--- src/rtl/flit_sink_monitor.sv ---
// Flit sink with packet-length checking and traffic statistics.
// Counts flits, packets, bit toggles and cycles; all outputs registered.
module flit_sink_monitor #(
    parameter int N       = 29,
    parameter int PAYLOAD = 20
) (
    input  logic           clk,
    input  logic           rst_n,
    input  logic           flit_valid,
    input  logic [2*N-1:0] flit_data,
    input  logic           meas_en,
    input  logic           clr,
    output logic           pkt_done,
    output logic           len_err,
    output logic [7:0]     last_len,
    output logic [15:0]    pkt_count,
    output logic [31:0]    flit_count,
    output logic [31:0]    toggle_count,
    output logic [31:0]    busy_cycles,
    output logic [31:0]    total_cycles
);

    localparam logic [7:0] LAST = 8'(PAYLOAD - 1);
    localparam logic [7:0] FULL = 8'(PAYLOAD);

    typedef enum logic {IDLE, RECV} state_e;

    state_e         state_q, state_d;
    logic [7:0]     fcnt_q, fcnt_d;
    logic [2*N-1:0] prev_q;
    logic           done_ev, short_ev;
    logic [31:0]    delta;
    logic [32:0]    tsum;

    logic           pkt_done_q, len_err_q;
    logic [7:0]     last_len_q, last_len_d;
    logic [15:0]    pkt_q;
    logic [31:0]    flit_q, tog_q, busy_q, total_q;

    function automatic logic [31:0] sat32(input logic [31:0] v);
        return (&v) ? v : v + 32'd1;
    endfunction

    function automatic logic [15:0] sat16(input logic [15:0] v);
        return (&v) ? v : v + 16'd1;
    endfunction

    always_ff @(posedge clk or negedge rst_n) begin
        if (!rst_n) begin
            state_q <= IDLE;
            fcnt_q  <= '0;
        end else begin
            state_q <= state_d;
            fcnt_q  <= fcnt_d;
        end
    end

    always_comb begin
        state_d = state_q;
        fcnt_d  = fcnt_q;
        unique case (state_q)
            IDLE: begin
                if (flit_valid) begin
                    state_d = RECV;
                    fcnt_d  = 8'd1;
                end
            end
            RECV: begin
                if (!flit_valid || fcnt_q == LAST) begin
                    state_d = IDLE;
                    fcnt_d  = '0;
                end else begin
                    fcnt_d = fcnt_q + 8'd1;
                end
            end
            default: state_d = IDLE;
        endcase
    end

    always_comb begin
        done_ev    = (state_q == RECV) && flit_valid && (fcnt_q == LAST);
        short_ev   = (state_q == RECV) && !flit_valid;
        last_len_d = last_len_q;
        if (done_ev)
            last_len_d = FULL;
        else if (short_ev)
            last_len_d = fcnt_q;
    end

    always_comb begin
        delta = '0;
        for (int i = 0; i < 2 * N; i++)
            delta = delta + 32'(flit_data[i] ^ prev_q[i]);
        tsum = {1'b0, tog_q} + {1'b0, delta};
    end

    always_ff @(posedge clk or negedge rst_n) begin
        if (!rst_n) begin
            prev_q     <= '0;
            pkt_done_q <= 1'b0;
            last_len_q <= '0;
        end else begin
            if (flit_valid)
                prev_q <= flit_data;
            pkt_done_q <= done_ev;
            last_len_q <= last_len_d;
        end
    end

    // clr outranks every same-cycle increment and the sticky error
    always_ff @(posedge clk or negedge rst_n) begin
        if (!rst_n) begin
            len_err_q <= 1'b0;
            pkt_q     <= '0;
            flit_q    <= '0;
            tog_q     <= '0;
            busy_q    <= '0;
            total_q   <= '0;
        end else if (clr) begin
            len_err_q <= 1'b0;
            pkt_q     <= '0;
            flit_q    <= '0;
            tog_q     <= '0;
            busy_q    <= '0;
            total_q   <= '0;
        end else begin
            if (short_ev)
                len_err_q <= 1'b1;
            if (meas_en) begin
                total_q <= sat32(total_q);
                if (done_ev)
                    pkt_q <= sat16(pkt_q);
                if (flit_valid) begin
                    flit_q <= sat32(flit_q);
                    busy_q <= sat32(busy_q);
                    tog_q  <= tsum[32] ? '1 : tsum[31:0];
                end
            end
        end
    end

    assign pkt_done     = pkt_done_q;
    assign len_err      = len_err_q;
    assign last_len     = last_len_q;
    assign pkt_count    = pkt_q;
    assign flit_count   = flit_q;
    assign toggle_count = tog_q;
    assign busy_cycles  = busy_q;
    assign total_cycles = total_q;

endmodule

--- config.mk ---
export PLATFORM = sky130hd
export DESIGN_NAME = flit_sink_monitor
export DESIGN_NICKNAME = d
export VERILOG_FILES = /design/src/rtl/flit_sink_monitor.sv
export SDC_FILE = /design/constraint.sdc
export NUM_CORES = 1
export LEC_CHECK = 0
export CAP_MARGIN = 40
export CORE_ASPECT_RATIO = 1.25
export CORE_MARGIN = 3
export CORE_UTILIZATION = 58
export DETAILED_ROUTE_END_ITERATION = 10
export PLACE_DENSITY = 0.94
export REMOVE_ABC_BUFFERS = 1
export SYNTH_ARGS = -nofsm -noshare
export SYNTH_HDL_FRONTEND = slang
export SYNTH_SLANG_ARGS = --single-unit
--- constraint.sdc ---
create_clock -name clk -period 21.5 [get_ports clk]
set_input_delay 3.225 -clock clk [delete_from_list [all_inputs] [get_ports clk]]
set_output_delay 3.225 -clock clk [all_outputs]
set_load 0.05 [all_outputs]
; Word-level counts from Yosys, hierarchy flattened
; Cells that the tools add are included.
[word_totals]
regBits = 221
in_bits = 63
word_cells = 187
[op_classes]
add_sub_neg = 63
n_eq_ne = 6
n_mux = 29
n_bitwise = 59
reduce_logical = 19
[op_table]
columns = cell, n
row1 = $add 32x1->32, 26
row2 = $mux 32, 15
row3 = $add 32x1->32 const B, 3
row4 = $reduce_and 32->1, 3
row5 = $mux 16, 4
row6 = $xor 1x1->1, 58
row7 = $add 32x32->33, 1
row8 = $add 31x1->32, 1
row9 = $mux 8, 4
row10 = $add 30x1->31, 1
row11 = $add 29x1->30, 1
row12 = $add 28x1->29, 1
row13 = $add 27x1->28, 1
row14 = $add 26x1->27, 1
row15 = $add 25x1->26, 1
row16 = $add 24x1->25, 1
row17 = $add 23x1->24, 1
row18 = $add 22x1->23, 1
row19 = $add 21x1->22, 1
row20 = $add 20x1->21, 1
row21 = $add 19x1->20, 1
row22 = $add 18x1->19, 1
row23 = $add 17x1->18, 1
row24 = $add 16x1->17, 1
row25 = other kinds (30), 46

; Depth between registers and ports, before layout
; Gate-level depths: netlist (run 1).
[depth]
word_depth = 63
depth_mapped = 24

; Least setup slack after synthesis (run 1)
; Ideal clock, no wire load.
[synth_path]
kind = input-to-reg
start = input flit_data[46]
end = register tog_q[20] (netlist: toggle_count[20])
arrival_ps = 9647
required_time_ps = 21380
setup_slack_ps = 11734
stages = 24
cell_sequence = xor2_1 fa_1 inv_1 fa_1 inv_1 fa_1 inv_1 fa_1 fa_1 inv_1 fa_1 inv_1 fa_1 fa_1 fa_1 inv_1 fa_1 a211oi_1 nor3_1 nor2_1 or3_1 clkbuf_1 nand4_1 and3_1
[synth_between]
elab_chain_cells = 18
[synth_rtl]
columns = element, line_no
row1 = from (decl), 10  ; input logic [2*N-1:0] flit_data,
row2 = $xor 1x1->1, 93  ; delta = delta + 32'(flit_data[i] ^ prev_q[i]);
row3 = $add 32x1->32 (12 in series), 93
row4 = $add 32x32->33, 94  ; tsum = {1'b0, tog_q} + {1'b0, delta};
row5 = $mux 32, 136  ; tog_q <= tsum[32] ? '1 : tsum[31:0];
row6 = $mux 32, 133  ; if (flit_valid) begin
row7 = $mux 32, 129  ; if (meas_en) begin
row8 = $mux 32, 119  ; end else if (clr) begin
row9 = to (signal assigned), 136
row10 = to (decl), 38  ; logic [31:0] flit_q, tog_q, busy_q, total_q;
; No other way between the ends. The select of a mux whose other input is x is not followed.
; A chain may end at the register's enable or synchronous reset.

; Worst setup path after layout (run 1)
[layout_path]
start = input flit_data[16]
end = register tog_q[16] (netlist: toggle_count[16])
[layout_between]
elab_chain_cells = 48
[layout_rtl]
columns = element, line_no
row1 = $xor 1x1->1, 93
row2 = $add 16x1->17, 93
row3 = $add 17x1->18, 93
row4 = $add 18x1->19, 93
row5 = $add 19x1->20, 93
row6 = $add 20x1->21, 93
row7 = $add 21x1->22, 93
row8 = $add 22x1->23, 93
row9 = (+7 left out), --
row10 = $add 30x1->31, 93
row11 = $add 31x1->32, 93
row12 = $add 32x1->32 (26 in series), 93
row13 = $add 32x32->33, 94
row14 = $mux 32, 136
row15 = $mux 32, 133
row16 = $mux 32, 129
row17 = $mux 32, 119
; No other way between the ends. The select of a mux whose other input is x is not followed.

==> results.md, run 1 <==
| Result | Reported | Unit |
|:---|:---|:---|
| Worst hold start | len_err$_DFFE_PN0P_ | - |
| Final-stage net count | 1,603 | - |
| Count of max-cap constraint violations | 0 | - |
| Reg2Reg Depth | 21 | - |
| Fraction of the yosys area taken by sequential cells | 42.9 | % |
| Final Hold Violating Endpoints | 0 | - |
| Clock-pin transition on the worst setup and hold timing paths | 60 | ps |
| Clock tree from TritonCTS | done | - |
| Global-route congestion overflow total | 0 | - |
| Total half-perimeter wirelength after legalization and detailed placement | 23,600 | um |
| Critical register-to-register path endpoint | toggle_count[16]$_DFFE_PN0P_ | - |
| Share of the cycle needed by the critical path after routing | 48.3 | % |
| Clock Skews | 16.4 | ps |
| Timing-limited maximum frequency | 0.0962 | GHz |
| DRC violation count after routing | 0 | - |
| Worst-case setup margin in the final layout | 11,110 | ps |
| Actual slew at the worst max-slew pin | 1090 | ps |
| Path category of the worst min-delay check | flip-flop to flip-flop | - |
| Largest buffer count on any clock path | 3 | - |
| Final Slew Violations | 0 | - |
| Antenna diodes | 0 | - |
| Max-slew headroom at the worst pin | 27.4 | % |
| Initial cell density of the core | 59.4 | % |
| Worst setup path class | input pin to flip-flop | - |
| Area of the mapped netlist | 12,900 | um^2 |
| Data required time at the worst endpoint | 21,920 | ps |
| Most area-hungry cell type in the Yosys netlist | dfrtp_1 | - |
| Number of warnings reported in the yosys synthesis log | 0 | - |
| Critical Path AT | 10,810 | ps |
| Number of filler instances in the final layout | 1,440 | - |
| Number of I/O port buffers | 216 | - |
| Antenna violations before repair | 0 | - |
| Unrepaired setup endpoints after global routing | false | - |
| Initial DRC count | 711 | - |
| Die footprint | 24,100 | um^2 |
| Leading post-synthesis cells by instance count | dfrtp_1 (221), nor2_1 (143), xor2_1 (91) | - |
| Outcome | finished clean | - |
| Startpoint of the worst-slack reg-to-reg timing path | prev_q[16]$_DFFE_PN0P_ | - |
| Startpoint Class | input pin | - |
| Number of instances in the synthesized netlist | 1,258 | - |
| Top area cells in the synthesized netlist | dfrtp_1 (43%), fa_1 (7.8%), xor2_1 (6.2%) | - |
| Area added between synthesis and finish | 23.8 | % |
| Number of global-route vias before repair | 10,800 | - |
| FF-to-FF setup slack | 13,870 | ps |
| Area share of the leading cell type in the synthesized netlist | 42.9 | % |
| Library cell with the highest instance count after synthesis | dfrtp_1 | - |
| EDFF count, synth | 0 | - |
| TritonCTS sink count | 221 | - |
| Final Routed Wirelength | 32,600 | um |
| I/O pin count | 217 | - |
| Synthesized area per cell | 10.2 | um^2 |
| Number of cells on the worst hold path | 2 | - |
| Core area | 21,700 | um^2 |
| Final min period | 10,390 | ps |
| Kind of capture point of the worst setup path | flip-flop | - |
| Count of instances resized after the clock tree is built | 0 | - |
| Largest driver fanout on the critical path | 10 | - |
| Number of different library cells in the post-synthesis netlist | 65 | - |
| Post-synthesis register bit count | 221 | - |
| CTS hold repair buffers | 0 | - |
| Post-detailed-route wirelength per cell | 18.6 | um |
| Pin count of the biggest net entering global routing | 143 | - |
| Cell Rows | 60 | - |
| Fraction of final layout cells sized beyond drive strength 1 | 7.56 | % |
| Overall routing resource usage | 26.8 | % |
| Worst-case hold path end point | len_err$_DFFE_PN0P_ | - |
| Root buffer selected by CTS | clkbuf_16 | - |
| DIE HEIGHT | 173 | um |
| Post CTS Setup Buffer Count | 0 | - |
| Asr flop ratio synth | 100 | % |
| Level count of the clock H-tree | 1 | - |
| Prevailing post-synth register cell | dfrtp_1 | - |
| 1st-pass router iterations | 7 | - |
| Vias | 10,500 | - |
| Final ANT Viol Nets | 0 | - |
| Gp weighted congestion | 0.900 | - |
| Clock latency at the later pin of the worst-skew pair | 520 | ps |
| TNS Setup | 0 | ps |
| Via density per instance | 5.98 | - |
| Wire length of the first global-routing pass | 54,100 | um |
| Width of the die | 139 | um |
| TritonCTS Buffers | 24 | - |
| Pre-CTS worst setup slack | 10,190 | ps |
| Endpoints failing setup | 0 | - |
## placed cells by master, fill, tap and decap left out, types with 51 or more instances in the layout
master           synthesis  layout
clkdlybuf4s50_1          0     213
dfrtp_1                221     221
inv_1                   54      54
mux2_2                  59      59
nand2_1                 69      69
nand4_1                 51      51
nor2_1                 143     143
xnor2_1                 68      68
xor2_1                  91      91
## stage by stage
stage | hold slack (ps) | std cells | instance area, um^2 | utilization, %
floorplan | 489 | 1208 | 12700 | -
global placement | 487 | 1707 | 15200 | 70.1
detailed placement | 502 | 1708 | 15200 | 70.2
CTS | 512 | 1747 | 15900 | 73.5
global route | 532 | 1748 | 16000 | 73.5
finish | 511 | 1748 | 16000 | 73.5
## layout make-up
type	instances	area (um^2)	area share [%]
Timing Repair Buffer	222	2220	13.9
Multi-Input combinational cell	933	6940	43.5
Inverter	54	203	1.27
Clock buffer	34	668	4.19
Sequential cell	221	5530	34.7
Clock inverter	5	43.8	0.274
Tap cell	279	349	2.19
## cells by family (layout without fill, tap and decap cells)
group                      Yosys count  in the layout  synth area share [%]
muxes                               60             60                  5.23
AOI/OAI and AO/OA                  145            145                  7.16
and+or+nand+nor                    485            485                  19.6
adders and majority gates           84             84                  11.1
xor gates and xnor gates           159            159                  10.8
DFF                                221            221                  42.9
buffers and inverters              104            315                  3.26
## critical path: stages
cell	delay [ps]
clkdlybuf4s50_1	450
xor2_1	180
fa_1	570
inv_1	60
fa_1	540
inv_1	60
fa_1	520
fa_1	450
fa_1	540
fa_1	550
inv_1	50
fa_1	510
fa_1	590
fa_1	200
inv_1	50
fa_1	430
a211oi_1	340
nor3_1	110
nor2_1	560
nor2_1	310
and3_1	270
nor3_1	230
## sequential cells by signal, indices dropped and copies added (netlist names)
name,count
prev_q,58
busy_cycles,32
flit_count,32
toggle_count,32
total_cycles,32
pkt_count,16
fcnt_q,8
last_len,8
len_err,1
pkt_done,1
state_q,1
## worst max path at each step
stage | start | to | slack (ps)
5_1_grt | flit_data[16] | toggle_count[16]$_DFFE_PN0P_ | 10790
2_1_floorplan | flit_data[46] | toggle_count[23]$_DFFE_PN0P_ | 11490
4_1_cts | flit_data[16] | toggle_count[23]$_DFFE_PN0P_ | 10710
3_3_place_gp | flit_data[16] | toggle_count[23]$_DFFE_PN0P_ | 10550
3_5_place_dp | flit_data[46] | toggle_count[23]$_DFFE_PN0P_ | 10190
6_report | flit_data[16] | toggle_count[16]$_DFFE_PN0P_ | 11110
## metal layers
layer | routed length (um) | share of wire (%) | up-vias | global-route usage (%)
li1 | - | - | 4810 | -
met1 | 12000 | 37 | 5134 | 33.2
met2 | 16900 | 52 | 431 | 47.1
met3 | 2530 | 7.8 | 81 | 4.62
met4 | 1190 | 3.7 | 0 | 9.62
met5 | 0 | 0 | - | 0
Power of run 1 is left out: the tool's default activity adds up to more than one toggle a clock period on the data nets, which glitch-free logic cannot reach.
==> inputs of run 2 (changes only) <==
--- a/config.mk
+++ b/config.mk
@@ -8,9 +8,9 @@
 export CAP_MARGIN = 40
 export CORE_ASPECT_RATIO = 1.25
 export CORE_MARGIN = 3
-export CORE_UTILIZATION = 58
+export CORE_UTILIZATION = 54
 export DETAILED_ROUTE_END_ITERATION = 10
-export PLACE_DENSITY = 0.94
+export PLACE_DENSITY = 0.89
 export REMOVE_ABC_BUFFERS = 1
 export SYNTH_ARGS = -nofsm -noshare
 export SYNTH_HDL_FRONTEND = slang
==> constraint.sdc (replaced) <==
create_clock -name clk -period 10.27 [get_ports clk]
set_input_delay 1.5405 -clock clk [delete_from_list [all_inputs] [get_ports clk]]
set_output_delay 1.5405 -clock clk [all_outputs]
set_load 0.05 [all_outputs]
==> run 2 against run 1 <==
Compared with the run above:
- routed wire length about the same
- non-clock buffer count increased by 3
- register-to-register slack got worse by 11000 ps
- critical path type unchanged
- largest cell class unchanged
==> results.md, run 2 (synthesis results as in run 1) <==
| Result | Reported | Unit |
|:---|:---|:---|
| Outcome | finished clean | - |
| TritonCTS Buffers | 25 | - |
| Fraction of final layout cells sized beyond drive strength 1 | 7.94 | % |
| Clock latency at the later pin of the worst-skew pair | 530 | ps |
| Kind of capture point of the worst setup path | flip-flop | - |
| Number of global-route vias before repair | 10,500 | - |
| Count of instances resized after the clock tree is built | 0 | - |
| Overall routing resource usage | 24.8 | % |
| Width of the die | 144 | um |
| Post-detailed-route wirelength per cell | 18.5 | um |
| Critical Path AT | 8980 | ps |
| Endpoints failing setup | 0 | - |
| Number of cells on the worst hold path | 1 | - |
| Initial cell density of the core | 55.6 | % |
| Worst-case setup margin in the final layout | 1730 | ps |
| Via density per instance | 5.94 | - |
| Area added between synthesis and finish | 24.7 | % |
| Clock Skews | 17.4 | ps |
| Startpoint of the worst-slack reg-to-reg timing path | prev_q[16]$_DFFE_PN0P_ | - |
| Final ANT Viol Nets | 0 | - |
| Actual slew at the worst max-slew pin | 893 | ps |
| Worst hold start | last_len[3]$_DFFE_PN0P_ | - |
| Count of max-cap constraint violations | 0 | - |
| Level count of the clock H-tree | 1 | - |
| Total half-perimeter wirelength after legalization and detailed placement | 23,500 | um |
| Critical Path Start | flit_data[0] | - |
| 1st-pass router iterations | 7 | - |
| Startpoint Class | input pin | - |
| Hold slack final | 512 | ps |
| Post CTS Setup Buffer Count | 0 | - |
| Core area | 23,200 | um^2 |
| Largest driver fanout on the critical path | 10 | - |
| Wire length of the first global-routing pass | 52,500 | um |
| Vias | 10,500 | - |
| Timing-limited maximum frequency | 0.117 | GHz |
| Cell Rows | 62 | - |
| Max-slew headroom at the worst pin | 40.0 | % |
| Final Hold Violating Endpoints | 0 | - |
| Data required time at the worst endpoint | 10,710 | ps |
| Gp weighted congestion | 0.880 | - |
| Clock-pin transition on the worst setup and hold timing paths | 60 | ps |
| Final-stage net count | 1,607 | - |
| DIE HEIGHT | 179 | um |
| Pin count of the biggest net entering global routing | 73 | - |
| Worst setup path class | input pin to flip-flop | - |
| Root buffer selected by CTS | clkbuf_16 | - |
| TritonCTS sink count | 221 | - |
| Final Slew Violations | 0 | - |
| Commonest cells after routing, fill and taps aside | dfrtp_1 (221), clkdlybuf4s50_1 (213), nor2_1 (143) | - |
| Initial DRC count | 652 | - |
| CTS hold repair buffers | 0 | - |
| Global-route congestion overflow total | 0 | - |
| Number of flip-flops in the largest register | 58 | - |
| Most common library cell in the layout ignoring fill and taps | dfrtp_1 | - |
| Clock tree from TritonCTS | done | - |
| Share of the cycle needed by the critical path after routing | 83.2 | % |
| Largest buffer count on any clock path | 3 | - |
| Pre-CTS worst setup slack | 1250 | ps |
| Final min period | 8540 | ps |
| Antenna diodes | 0 | - |
| Antenna violations before repair | 0 | - |
| Placed instance count | 1,721 | - |
| Reg2Reg Depth | 21 | - |
| I/O pin count | 217 | - |
| DRC violation count after routing | 0 | - |
| TNS Setup | 0 | ps |
| Path category of the worst min-delay check | flip-flop to flip-flop | - |
| Largest register by flop count | prev_q | - |
| Unrepaired setup endpoints after global routing | false | - |
| Number of I/O port buffers | 216 | - |
| Number of filler instances in the final layout | 1,646 | - |
| Final Routed Wirelength | 32,500 | um |
| Non-filler instance count after layout | 1,762 | - |
| Die footprint | 25,800 | um^2 |
==> run 2: cell types whose count changed in the layout (fill, tap and decap cells not counted) <==
cell / before / now
clkbuf_8: 3 / 5
clkinvlp_4: 0 / 2
buf_4: 6 / 8
inv_6: 0 / 1
clkbuf_16: 24 / 25
clkinv_4: 2 / 0
bufinv_16: 0 / 1
buf_12: 0 / 1
clkbuf_1: 7 / 6
clkinv_8: 1 / 0
clkinv_2: 2 / 1
==> run 2: routing by layer <==
metal	vias up	track usage (%)	wire length (um)
met5	-	0	0
met4	0	7.62	924
met3	77	5.07	2710
met2	426	43.9	16700
met1	5149	30.4	12200
li1	4814	-	-
==> run 2: path summary, 6_finish.rpt <==
| check | end | slack, ps |
|---|---|---|
| setup / recovery | toggle_count[22]$_DFFE_PN0P_ | 1730 |
| hold / removal | last_len[3]$_DFFE_PN0P_ | 510 |
| setup reg to reg | toggle_count[22]$_DFFE_PN0P_ | 2860 |
| hold reg to reg | last_len[3]$_DFFE_PN0P_ | 510 |
| max in group asynchronous | flit_count[11]$_DFFE_PN0P_ | 8160 |
| min in group asynchronous | busy_cycles[9]$_DFFE_PN0P_ | 960 |
==> run 2: cell type report <==
class | instances | area, um^2 | share of cell area [%]
multi-input cells | 933 | 6940 | 43.2
well taps | 288 | 360 | 2.24
flip-flops and latches | 221 | 5530 | 34.4
inverters | 54 | 203 | 1.26
clock buffers | 36 | 717 | 4.46
repair buffers | 225 | 2260 | 14.1
clock inverters | 5 | 58.8 | 0.366
==> run 2: through the flow <==
| step | area, um^2 | utilization [%] |
|---|---|---|
| 2_1_floorplan | 12700 | - |
| 3_3_place_gp | 15200 | 65.7 |
| 3_5_place_dp | 15300 | 65.9 |
| 4_1_cts | 16100 | 69.3 |
| 5_1_grt | 16100 | 69.3 |
| 6_report | 16100 | 69.3 |
==> run 2: critical path: stages <==
cell,delay [ps]
clkdlybuf4s50_1,510
xor2_1,240
fa_1,500
fa_1,530
fa_1,530
fa_1,550
fa_1,520
fa_1,540
inv_1,50
fa_1,500
fa_1,580
fa_1,200
inv_1,60
fa_1,420
a211oi_1,330
nor3_1,120
nor2_1,490
nor2_1,290
and4_1,280
nor3_1,190
Power of run 2 is left out for the same reason.
==> inputs of run 3 (changes only) <==
--- a/config.mk
+++ b/config.mk
@@ -8,9 +8,9 @@
 export CAP_MARGIN = 40
 export CORE_ASPECT_RATIO = 1.25
 export CORE_MARGIN = 3
-export CORE_UTILIZATION = 54
+export CORE_UTILIZATION = 49
 export DETAILED_ROUTE_END_ITERATION = 10
-export PLACE_DENSITY = 0.89
+export PLACE_DENSITY = 0.85
 export REMOVE_ABC_BUFFERS = 1
 export SYNTH_ARGS = -nofsm -noshare
 export SYNTH_HDL_FRONTEND = slang
==> constraint.sdc (replaced) <==
create_clock -name clk -period 7.5 [get_ports clk]
set_input_delay 1.125 -clock clk [delete_from_list [all_inputs] [get_ports clk]]
set_output_delay 1.125 -clock clk [all_outputs]
set_load 0.05 [all_outputs]
==> run 3 against run 2 <==
Compared with the run above:
- die area rose by 9.8%
- sequential share of layout area fell by 0.81 points
- first-iteration DRC count rose by 2.3%
- clock skew down 0.71 ps
- flip-flop and latch count did not move
- routed wire length grew 2.0%
- critical path type unchanged
- critical endpoint is now toggle_count[17]$_DFFE_PN0P_
==> results.md, run 3 (synthesis results as in run 1) <==
| Result | Reported | Unit |
|:---|:---|:---|
| Final Hold Violating Endpoints | 0 | - |
| Endpoints failing setup | 0 | - |
| Final Slew Violations | 0 | - |
| Clock tree from TritonCTS | done | - |
| Unrepaired setup endpoints after global routing | false | - |
| Initial cell density of the core | 50.5 | % |
| DIE HEIGHT | 187 | um |
| Final min period | 7230 | ps |
| Number of flip-flops in the largest register | 58 | - |
| Critical Path AT | 7610 | ps |
| Gp weighted congestion | 0.926 | - |
| Clock Skews | 16.6 | ps |
| Die footprint | 28,300 | um^2 |
| Overall routing resource usage | 22.6 | % |
| Core area | 25,500 | um^2 |
| Share of the cycle needed by the critical path after routing | 96.4 | % |
| Vias | 10,500 | - |
| FF-to-FF setup slack | 590 | ps |
| Global-route congestion overflow total | 0 | - |
| Pin count of the biggest net entering global routing | 89 | - |
| Largest driver fanout on the critical path | 5 | - |
| Final-stage net count | 1,623 | - |
| Data required time at the worst endpoint | 7880 | ps |
| Final cell area excluding filler cells | 16,500 | um^2 |
| Final ANT Viol Nets | 0 | - |
| TritonCTS sink count | 221 | - |
| Kind of capture point of the worst setup path | flip-flop | - |
| Area added between synthesis and finish | 27.7 | % |
| CTS hold repair buffers | 0 | - |
| Wire length of the first global-routing pass | 53,100 | um |
| Path category of the worst min-delay check | flip-flop to flip-flop | - |
| Clock latency at the later pin of the worst-skew pair | 520 | ps |
| Most common library cell in the layout ignoring fill and taps | dfrtp_1 | - |
| Max-slew headroom at the worst pin | 41.9 | % |
| DRC violation count after routing | 0 | - |
| Root buffer selected by CTS | clkbuf_16 | - |
| Actual slew at the worst max-slew pin | 872 | ps |
| Count of max-cap constraint violations | 0 | - |
| TritonCTS Buffers | 24 | - |
| Outcome | finished clean | - |
| Fraction of final layout cells sized beyond drive strength 1 | 11.0 | % |
| Total half-perimeter wirelength after legalization and detailed placement | 23,600 | um |
| Largest register by flop count | prev_q | - |
| Width of the die | 151 | um |
| Via density per instance | 5.72 | - |
| Number of global-route vias before repair | 10,600 | - |
| Worst setup path class | input pin to flip-flop | - |
| Final Routed Wirelength | 33,200 | um |
| Largest buffer count on any clock path | 3 | - |
| Number of I/O port buffers | 216 | - |
| Antenna violations before repair | 1 | - |
| Commonest cells after routing, fill and taps aside | dfrtp_1 (221), clkdlybuf4s50_1 (187), nor2_1 (141) | - |
| Number of filler instances in the final layout | 1,988 | - |
| Level count of the clock H-tree | 1 | - |
| 1st-pass router iterations | 7 | - |
| Initial DRC count | 667 | - |
| Placement-stage cell area | 15,400 | um^2 |
| Clock-pin transition on the worst setup and hold timing paths | 60 | ps |
| I/O pin count | 217 | - |
| Timing-limited maximum frequency | 0.138 | GHz |
| Cell Rows | 65 | - |
| Startpoint Class | input pin | - |
| Post-detailed-route wirelength per cell | 18.2 | um |
-- run 3: path summary, 6_finish.rpt --
kind                                    startpoint                            to  depth (start not counted)
setup / recovery                     flit_data[18]  toggle_count[17]$_DFFE_PN0P_                         23
hold / removal             last_len[3]$_DFFE_PN0P_       last_len[3]$_DFFE_PN0P_                          1
setup reg to reg            prev_q[16]$_DFFE_PN0P_  toggle_count[17]$_DFFE_PN0P_                         22
hold reg to reg            last_len[3]$_DFFE_PN0P_       last_len[3]$_DFFE_PN0P_                          1
max in group asynchronous                    rst_n        prev_q[30]$_DFFE_PN0P_                          2
min in group asynchronous                    rst_n    flit_count[25]$_DFFE_PN0P_                          1
-- run 3: timing repair --
item,4_1_cts,5_1_grt
pin swaps,10,32
hold endpoints to repair,0,0
endpoints found under the setup margin,32,32
gates resized for setup,14,54
setup buffers,4,0
-- run 3: routing by layer --
layer	wire, um	share of wire [%]	GRT usage [%]
met1	12200	37	27.1
met2	17100	52	40.0
met3	2870	8.6	5.26
met4	1020	3.1	7.01
met5	0	0	0
-- run 3: layout make-up --
| class | count | area (um^2) | area share [%] |
|---|---|---|---|
| Tap cell | 335 | 419 | 2.55 |
| Antenna cell | 1 | 2.50 | 0.0152 |
| Clock buffer | 37 | 701 | 4.26 |
| Clock inverter | 4 | 48.8 | 0.297 |
| Multi-Input combinational cell | 933 | 7140 | 43.4 |
| Timing Repair Buffer | 242 | 2410 | 14.7 |
| Inverter | 54 | 203 | 1.23 |
| Sequential cell | 221 | 5530 | 33.6 |
-- run 3: through the flow --
step                      utilization [%]  TNS [ps]  setup WS (ps)  std cells  hold WS, ps
after floorplan                         -     -2120           -407       1208          489
after global placement               60.3    -18440           -744       1780          489
after detailed placement             60.4    -23650           -900       1781          497
after CTS                            63.6         0           10.1       1826          511
after global routing                 64.4         0           22.9       1827          536
final                                64.4         0            274       1827          507
-- run 3: worst max-delay path, cell delays in order --
cell and delay [ps]:
clkbuf_2 120, xor2_2 210, fa_1 520, inv_1 70, fa_1 530, inv_1 60, fa_1 550, fa_2 480
fa_1 500, fa_1 500, inv_1 50, fa_1 470, fa_1 590, fa_2 230, inv_2 40, fa_2 360
a211oi_4 300, nor3_4 80, o211ai_1 250, buf_4 190, nor2_1 50, a311oi_1 240, nor3_1 80
Power of run 3 is left out for the same reason.
